**src/rtl/mux_ctrl_pkg.sv**
```systemverilog
// Shared FSM encoding and select constants for the mux select sequencer.
package mux_ctrl_pkg;

   localparam int unsigned MAX_CODE = 10;
   localparam int unsigned ERR_SEL  = 9;

   typedef enum logic [2:0] {
      StIdle,
      StIssue,
      StWait,
      StDone,
      StErr
   } state_e;

endpackage

```
**src/rtl/sel_prog_regfile.sv**
```systemverilog
// Program store: one write port, one combinational read port.
// Synchronous reset clears every slot.
module sel_prog_regfile #(
   parameter  int unsigned DEPTH  = 8,
   parameter  int unsigned SEL_W  = 4,
   localparam int unsigned ADDR_W = $clog2(DEPTH)
) (
   input  logic              clk,
   input  logic              rst,
   input  logic              we,
   input  logic [ADDR_W-1:0] waddr,
   input  logic [SEL_W-1:0]  wdata,
   input  logic [ADDR_W-1:0] raddr,
   output logic [SEL_W-1:0]  rdata
);

   logic [SEL_W-1:0] slots_q [DEPTH];

   always_ff @(posedge clk) begin
      if (rst) begin
         for (int unsigned i = 0; i < DEPTH; i++) begin
            slots_q[i] <= '0;
         end
      end else if (we) begin
         slots_q[waddr] <= wdata;
      end
   end

   assign rdata = slots_q[raddr];

endmodule

```
**src/rtl/mux_select_sequencer.sv**
```systemverilog
// Steps an external selection mux through a programmed list of select codes,
// handshaking each step with the datapath via step_valid/step_ack.
module mux_select_sequencer #(
   parameter  int unsigned DEPTH    = 8,
   parameter  int unsigned SEL_W    = 4,
   parameter  int unsigned MAX_CODE = mux_ctrl_pkg::MAX_CODE,
   localparam int unsigned ADDR_W   = $clog2(DEPTH),
   localparam int unsigned LEN_W    = ADDR_W + 1
) (
   input  logic              clk,
   input  logic              rst,
   input  logic              cfg_we,
   input  logic [ADDR_W-1:0] cfg_addr,
   input  logic [SEL_W-1:0]  cfg_data,
   input  logic [LEN_W-1:0]  cfg_len,
   input  logic              start,
   input  logic              step_ack,
   input  logic              abort,
   output logic [SEL_W-1:0]  select,
   output logic              step_valid,
   output logic [ADDR_W-1:0] step_idx,
   output logic              busy,
   output logic              done,
   output logic              error
);

   import mux_ctrl_pkg::*;

   state_e            state_q, state_d;
   logic [LEN_W-1:0]  len_q, len_d;
   logic [ADDR_W-1:0] idx_q, idx_d;
   logic [SEL_W-1:0]  select_q, select_d;
   logic              valid_q, valid_d;
   logic              busy_q, busy_d;
   logic              done_q, done_d;
   logic              error_q, error_d;

   logic [SEL_W-1:0]  slot_code;
   logic              len_ok;
   logic              code_bad;
   logic              last_step;

   sel_prog_regfile #(
      .DEPTH (DEPTH),
      .SEL_W (SEL_W)
   ) u_regfile (
      .clk   (clk),
      .rst   (rst),
      .we    (cfg_we && (state_q == StIdle)),
      .waddr (cfg_addr),
      .wdata (cfg_data),
      .raddr (idx_q),
      .rdata (slot_code)
   );

   assign len_ok    = (cfg_len != '0) && (cfg_len <= LEN_W'(DEPTH));
   assign code_bad  = 32'(slot_code) > MAX_CODE;
   assign last_step = ({1'b0, idx_q} == (len_q - LEN_W'(1)));

   always_ff @(posedge clk) begin
      if (rst) begin
         state_q  <= StIdle;
         len_q    <= '0;
         idx_q    <= '0;
         select_q <= '0;
         valid_q  <= 1'b0;
         busy_q   <= 1'b0;
         done_q   <= 1'b0;
         error_q  <= 1'b0;
      end else begin
         state_q  <= state_d;
         len_q    <= len_d;
         idx_q    <= idx_d;
         select_q <= select_d;
         valid_q  <= valid_d;
         busy_q   <= busy_d;
         done_q   <= done_d;
         error_q  <= error_d;
      end
   end

   always_comb begin
      state_d = state_q;
      len_d   = len_q;
      idx_d   = idx_q;
      unique case (state_q)
         StIdle: begin
            if (start) begin
               if (len_ok) begin
                  len_d   = cfg_len;
                  idx_d   = '0;
                  state_d = StIssue;
               end else begin
                  state_d = StErr;
               end
            end
         end
         StIssue: begin
            if (abort)         state_d = StIdle;
            else if (code_bad) state_d = StErr;
            else               state_d = StWait;
         end
         StWait: begin
            if (abort) begin
               state_d = StIdle;
            end else if (step_ack) begin
               if (last_step) begin
                  state_d = StDone;
               end else begin
                  idx_d   = idx_q + ADDR_W'(1);
                  state_d = StIssue;
               end
            end
         end
         StDone:  state_d = StIdle;
         StErr:   state_d = StIdle;
         default: state_d = StIdle;
      endcase
   end

   // Output registers track the state being entered; step_valid rises one
   // cycle after select is loaded so the mux has settled before it is used.
   always_comb begin
      select_d = select_q;
      unique case (state_d)
         StIdle, StDone: select_d = '0;
         StErr:          select_d = SEL_W'(ERR_SEL);
         StWait:         if (state_q == StIssue) select_d = slot_code;
         default:        select_d = select_q;
      endcase
      valid_d = (state_q == StWait) && (state_d == StWait);
      busy_d  = (state_d == StIssue) || (state_d == StWait);
      done_d  = (state_d == StDone);
      error_d = (state_d == StErr);
   end

   assign select     = select_q;
   assign step_valid = valid_q;
   assign step_idx   = idx_q;
   assign busy       = busy_q;
   assign done       = done_q;
   assign error      = error_q;

endmodule

```
**config.mk**
```make
export PLATFORM = sky130hd
export DESIGN_NAME = mux_select_sequencer
export DESIGN_NICKNAME = d
export VERILOG_FILES = /design/src/rtl/mux_ctrl_pkg.sv /design/src/rtl/sel_prog_regfile.sv /design/src/rtl/mux_select_sequencer.sv
export SDC_FILE = /design/constraint.sdc
export NUM_CORES = 1
export LEC_CHECK = 0
export ABC_AREA = 1
export CAP_MARGIN = 10
export CORE_MARGIN = 10
export CORE_UTILIZATION = 55
export CTS_CLUSTER_DIAMETER = 80
export DETAILED_ROUTE_END_ITERATION = 12
export PLACE_DENSITY = 0.9
export SETUP_SLACK_MARGIN = 0.1
export SLEW_MARGIN = 20
export SYNTH_ARGS = -nofsm -noshare
export SYNTH_HDL_FRONTEND = slang
export SYNTH_SLANG_ARGS = --single-unit
export TNS_END_PERCENT = 30
```
**constraint.sdc**
```tcl
create_clock -name clk -period 2.1 [get_ports clk]
set_clock_uncertainty 0.1 [all_clocks]
set_input_delay 0.42 -clock clk [delete_from_list [all_inputs] [get_ports clk]]
set_output_delay 0.42 -clock clk [all_outputs]
set_load 0.05 [all_outputs]
```
# After elaboration in Yosys (flattened, before gate mapping)

Memories as Yosys holds them, arrays and structs flattened. A register that Yosys moved wholly into a read port is not among the register bits.
Cells that the tools add are included.

Output and inout bits: 11
Memories kept: 1
Input port bits: 17
RAM bits: 32
Bits in registers: 18
Logic and storage cells: 66

Equality and inequality tests: 13
Add/subtract/negate cells: 2
Magnitude comparators: 2
Multiplexer cells: 26
Reduce and logical (&&, ||, !) cells: 14

Memories:

| memory            | words | width | read ports | clocked after memory_dff | wr ports | RTL line               | source |
|---|---|---|---|---|---|---|---|
| u_regfile.slots_q | 8     | 4     | 1          | 1                        | 8        | sel_prog_regfile.sv:17 | `logic [SEL_W-1:0] slots_q [DEPTH];` |

Operator list:

| kind                                                               | number |
|---|---|
| 3-bit 2-to-1 mux                                                   | 14 |
| 2-bit != test, second input constant                               | 6 |
| 4-bit one-hot mux with 3 select lines                              | 1 |
| 3-bit by 2-bit == test with 1-bit output, second input constant    | 3 |
| 3-bit one-hot mux with 3 select lines                              | 1 |
| 4-bit 2-to-1 mux                                                   | 2 |
| 3-bit by 1-bit == test with 1-bit output, second input constant    | 2 |
| 3-bit logical NOT                                                  | 2 |
| 1-bit 2-to-1 mux                                                   | 6 |
| 3-bit one-hot mux with 2 select lines                              | 1 |
| 6-bit AND reduction                                                | 1 |
| 3-bit by 4-bit == test with 1-bit output                           | 1 |
| 4-bit greater-than comparator, second input constant               | 1 |
| 4-bit <= comparator, second input constant                         | 1 |
| 4-bit nonzero test                                                 | 1 |
| 4-bit OR reduction                                                 | 1 |
| 4-bit by 1-bit subtractor with 4-bit output, second input constant | 1 |
| 3-bit by 1-bit adder with 3-bit output, second input constant      | 1 |
| 3-bit == test, second input constant                               | 1 |
| 1-bit logical AND                                                  | 3 |
| 3-bit AND reduction                                                | 1 |
| 3-bit nonzero test                                                 | 1 |
| 2-bit 2-to-1 mux                                                   | 1 |
| 2-bit AND reduction                                                | 1 |
| 3 further kinds                                                    | 3 |

# Depth between registers and ports, before layout

Gate-level depths: netlist of the first run.

Depth in word-level cells: 10
Gate-level depth with buffers: 15

# Hierarchy

From an unflattened synthesis of the first run, not the netlist that was laid out.

Cells, all modules: 349
Area, all modules: 2636.3 um^2

Modules (own cells, without submodules):

| module               | instances | cells each | area each (um^2) |
|---|---|---|---|
| sel_prog_regfile     | 1         | 203        | 1682.9 |
| mux_select_sequencer | 1         | 146        | 953.4 |

# Least setup slack after synthesis of the first run

No wires, ideal clock.

Path type: register to register
Start point: register idx_q[1], in the netlist step_idx[1]
End point: register select_q[0], in the netlist select[0]
Path slack: 0.291 ns
Cell stages (with the launch flop): 10
Library setup time: 0.121 ns
Arrival time: 1.589 ns
Path buffers: 0
Clock period less this slack: 1.809 ns
Path through: dfxtp_1 > nor2_1 > nor2_1 > nand3_1 > o21bai_1 > nand4_1 > nand2_2 > inv_1 > o21ai_0 > a21oi_1

Cells in the longest elaborated chain, start to end: 9
Elaborated cells between the ends (all ways): 14
Those cells by class: eq/ne (5); mux (5); reduce/logical (4)

Ends and longest elaborated chain:

| item                                                                          | RTL line                    | source |
|---|---|---|
| from (decl)                                                                   | mux_select_sequencer.sv:31  | `logic [ADDR_W-1:0] idx_q, idx_d;` |
| from (signal assigned)                                                        | mux_select_sequencer.sv:73  | `idx_q <= idx_d;` |
| 3-bit by 4-bit == test with 1-bit output *                                    | mux_select_sequencer.sv:58  | `assign last_step = ({1'b0, idx_q} == (len_q - LEN_W'(1)));` |
| 2-bit 2-to-1 mux *                                                            | mux_select_sequencer.sv:107 | `if (last_step) begin` |
| 3-bit 2-to-1 mux *                                                            | mux_select_sequencer.sv:106 | `end else if (step_ack) begin` |
| 3-bit 2-to-1 mux *                                                            | mux_select_sequencer.sv:104 | `if (abort) begin` |
| 3-bit one-hot mux with 3 select lines *                                       | mux_select_sequencer.sv:86  | `unique case (state_q)` |
| 3-bit by 2-bit == test with 1-bit output or 3-bit logical NOT (tied branches) | mux_select_sequencer.sv:125 | `unique case (state_d)` |
| 2-bit OR reduction                                                            | mux_select_sequencer.sv:125 |  |
| 3-bit nonzero test (no source line)                                           | -                           |  |
| 2-bit AND reduction (no source line)                                          | -                           |  |
| to (signal assigned)                                                          | mux_select_sequencer.sv:74  | `select_q <= select_d;` |
| to (decl)                                                                     | mux_select_sequencer.sv:32  | `logic [SEL_W-1:0] select_q, select_d;` |

Every way passes the cells marked *; elsewhere a longest branch is shown, timed or not.
A chain may end at the register's enable or synchronous reset.

# Final worst setup path of the first run

Start point: register select_q[3], in the netlist select[3]
End point: output select[3]

RTL lines:

| item      | RTL line                   | source |
|---|---|---|
| to (decl) | mux_select_sequencer.sv:19 | `output logic [SEL_W-1:0] select,` |

No word-level cell between the ends.

==> key figures, run 1 <==
Final layout
  • Most frequent cells in the layout: nand2_1, nor2_1, edfxtp_1, inv_1, clkdlybuf4s50_1
  • Nets: 364
  • Commonest non-fill, non-tap cell in the layout: nand2_1
  • Ratio of cells with drive above 1 in the final layout: 13.3%
  • Syn-to-layout area delta: 18.9%
  • Diodes inserted: 0

Timing
  • Slew HR: 65.9%
  • Hold Fails Final Rpt: 0
  • Worst Max-Slew Pin Slew: 0.510 ns
  • RSZ-0062 raised after global routing: yes
  • Final Critical Period: 1.97 ns
  • Setup-failing EPs final: 0
  • Setup TNS: 0 ns
  • Fmax: 507 MHz
  • Fin crit share: 93.9%
  • Max Slew Vio Count: 0

Critical path
  • Crit path DAT: 1.45 ns
  • Cells on worst reg2reg path: 12
  • Critical Path Start Type: flop
  • CP required: 1.58 ns
  • Worst Path Buf+Inv: 1
  • CP top delay family: buffers and inverters
  • Stages on worst setup path: 1
  • CP max-delay cell: clkdlybuf4s50_1
  • Maximum fanout along the worst path: 2
  • Endpoint class of the critical path: output pin
  • CP Class: reg -> out
  • Worst path max stage delay: 0.81 ns
  • CP Cell Sequence: clkdlybuf4s50_1

GRT
  • Global-route wire length before repair: 8740 microns
  • Vias in the first global route: 2012
  • GRT Overall Usage: 14.2%
  • Antenna violations before repair: 0
  • Overflow after GRT: 0
  • Largest net degree at the start of global routing: 18

Route
  • DRC viols: 0
  • Vias/cell: 5.12
  • Wire per inst: 13.1 microns
  • Via count: 2038
  • Drt first pass iters: 4
  • Final ANT Viol Nets: 0
  • Initial DRC count: 74
  • Final WL: 5230 microns

Clock tree
  • Clock transition at path regs: 0.08 ns
  • Num CTS Buffers: 5
  • Latest clock arrival within the worst-skew pair: 0.30 ns
  • CTS tree: yes
  • Clock root cell: clkbuf_8
  • Htree depth: 2
  • Clock Sink Count: 53
  • CTS Buffer Depth: 2

Logic synthesis
  • Synth top area share: 38.1%
  • Synthesized area: 2520 sq um
  • Mux share of post-synthesis cell area: 0%
  • Synth area leader: edfxtp_1
  • Synthesized area per cell: 8.30 sq um
  • Xor/xnor share of the synthesized area: 0%
  • Seq/Total Area, Yosys: 54.7%
  • Dominant cells by area after synthesis: edfxtp_1, dfxtp_1, nand2_1, nor2_1, inv_1
  • Syn nets: 323
  • Synth Register Bits: 53
  • Post-Synth Simple-Gate Area: 28.4%
  • Adder-Cell Fraction of Synth Area: 0.992%
  • Synth Instances: 304
  • Synthesis Warnings: 0
  • Complex-gate fraction of the synthesized area: 8.28%
  • Synth cell types: 27
  • Largest family of logic cells by synthesized area: simple AND/OR/NAND/NOR gates

Placement
  • Port Buf Inserts: 27
  • Post-DP HPWL: 3910 microns
  • Routability cong.: 0.888

Power
  • Net Sw Power: 0.507 mW
  • Switching power share of the total: 25.3%
  • Sequential share of power: 58.1%
  • Logic pwr share: 15.3%
  • Final Power: 2.01 mW
  • Power Internal: 1.50 mW
  • Power Density: 669 nW/um^2
  • Worst VDD drop: 0.578 mV
  • Clock group share of total power: 26.6%
  • LEAKAGE: 1.29 nW

Die
  • Site row count: 24
  • Die H: 87.7 microns
  • Core area: 4410 sq um
  • Die width: 87.7 microns
  • Die area: 7700 sq um
  • Top Ports: 28
  • Effective utilization at floorplan: 57.2%

Min path
  • Min-Delay Path Depth: 2
  • Worst Hold Class: reg -> reg

Run status
  • Outcome: completed

Flow run
  • Max cap viols: 0
==> Yosys cell counts, drive strengths merged <==
master	n
o21bai	1
dfxtp	21
nor2	66
inv	34
clkbuf	1
nand2	89
buf	5
o22ai	2
a21oi	13
nand3	12
a21boi	1
ha	2
nand4	3
edfxtp	32
or2	1
and3	1
o211ai	2
o21ai	18
==> flip-flops by register name, summed over array words and instances (netlist names), 3 cells and up, named ones only <==
signal,cells
state_q,3
step_idx,3
len_q,4
select,4
u_regfile.slots_q,32
==> through the flow <==
stage / setup slack [ns] / utilization [%] / hold WS (ns) / cell area (sq um) / std cells
floorplan: 0.291 / - / 0.345 / 2520 / 304
global placement: -0.0254 / 65.5 / 0.357 / 2890 / 390
detailed placement: -0.124 / 65.5 / 0.361 / 2890 / 390
CTS: 0.0480 / 67.3 / 0.383 / 2970 / 398
global route: 0.0868 / 68.0 / 0.399 / 3000 / 398
finish: 0.129 / 68.0 / 0.376 / 3000 / 398
==> layer usage <==
metal	vias up	track usage [%]	routed length [microns]
met1	917	15.4	2230
met2	63	25.3	2580
li1	1052	-	-
met3	6	3.62	325
met5	-	0	0
met4	0	6.38	90
==> logic make-up after synthesis <==
| logic type | Yosys count |
|---|---|
| compound gates | 37 |
| fa+ha+maj | 2 |
| buf+inv | 40 |
| flops | 53 |
| simple gates | 172 |
==> area by class of cell <==
class                      instances  area [sq um]
multi-input combinational        211           973
sequential                        53          1390
inverter                          34           135
clock buffer                       8          80.1
tap                               52          65.1
fill                             365          1410
timing repair buffer              40           362
==> power groups by stage <==
stage          Sequential (mW)  Combinational [mW]  Clock [mW]
6_report                  1.17               0.307       0.534
5_1_grt                   1.17               0.339       0.598
4_1_cts                   1.16               0.297       0.556
3_5_place_dp              1.19               0.295           0
3_3_place_gp              1.19               0.288           0
2_1_floorplan             1.21               0.178           0
==> worst paths after layout <==
path                  start        end  slack [ns]
hold / removal     len_q[3]   len_q[3]        0.38
setup reg to reg   len_q[0]  select[3]        0.20
setup / recovery  select[3]  select[3]        0.13
hold reg to reg    len_q[3]   len_q[3]        0.38
==> repair_timing <==
action / 4_1_cts / 5_1_grt
setup buffers: 0 / 0
setup endpoints to repair: 3 / 11
resized for setup: 1 / 11
hold buffers: 0 / 0
pin swaps: 0 / 4
No activity file was read; power rests on OpenSTA's default activity.
==> inputs of run 2 (changes only) <==
--- a/config.mk
+++ b/config.mk
@@ -13,6 +13,7 @@
 export DETAILED_ROUTE_END_ITERATION = 12
 export PLACE_DENSITY = 0.9
 export SETUP_SLACK_MARGIN = 0.1
+export SKIP_LAST_GASP = 1
 export SLEW_MARGIN = 20
 export SYNTH_ARGS = -nofsm -noshare
 export SYNTH_HDL_FRONTEND = slang
==> results of run 2 <==
Final layout, timing and power as in run 1 (identical DEF).
==> inputs of run 3 (changes only) <==
--- a/config.mk
+++ b/config.mk
@@ -11,6 +11,7 @@
 export CORE_UTILIZATION = 55
 export CTS_CLUSTER_DIAMETER = 80
 export DETAILED_ROUTE_END_ITERATION = 12
+export GPL_ROUTABILITY_DRIVEN = 0
 export PLACE_DENSITY = 0.9
 export SETUP_SLACK_MARGIN = 0.1
 export SKIP_LAST_GASP = 1
==> results of run 3 <==
Final layout, timing and power as in run 1 (identical DEF).
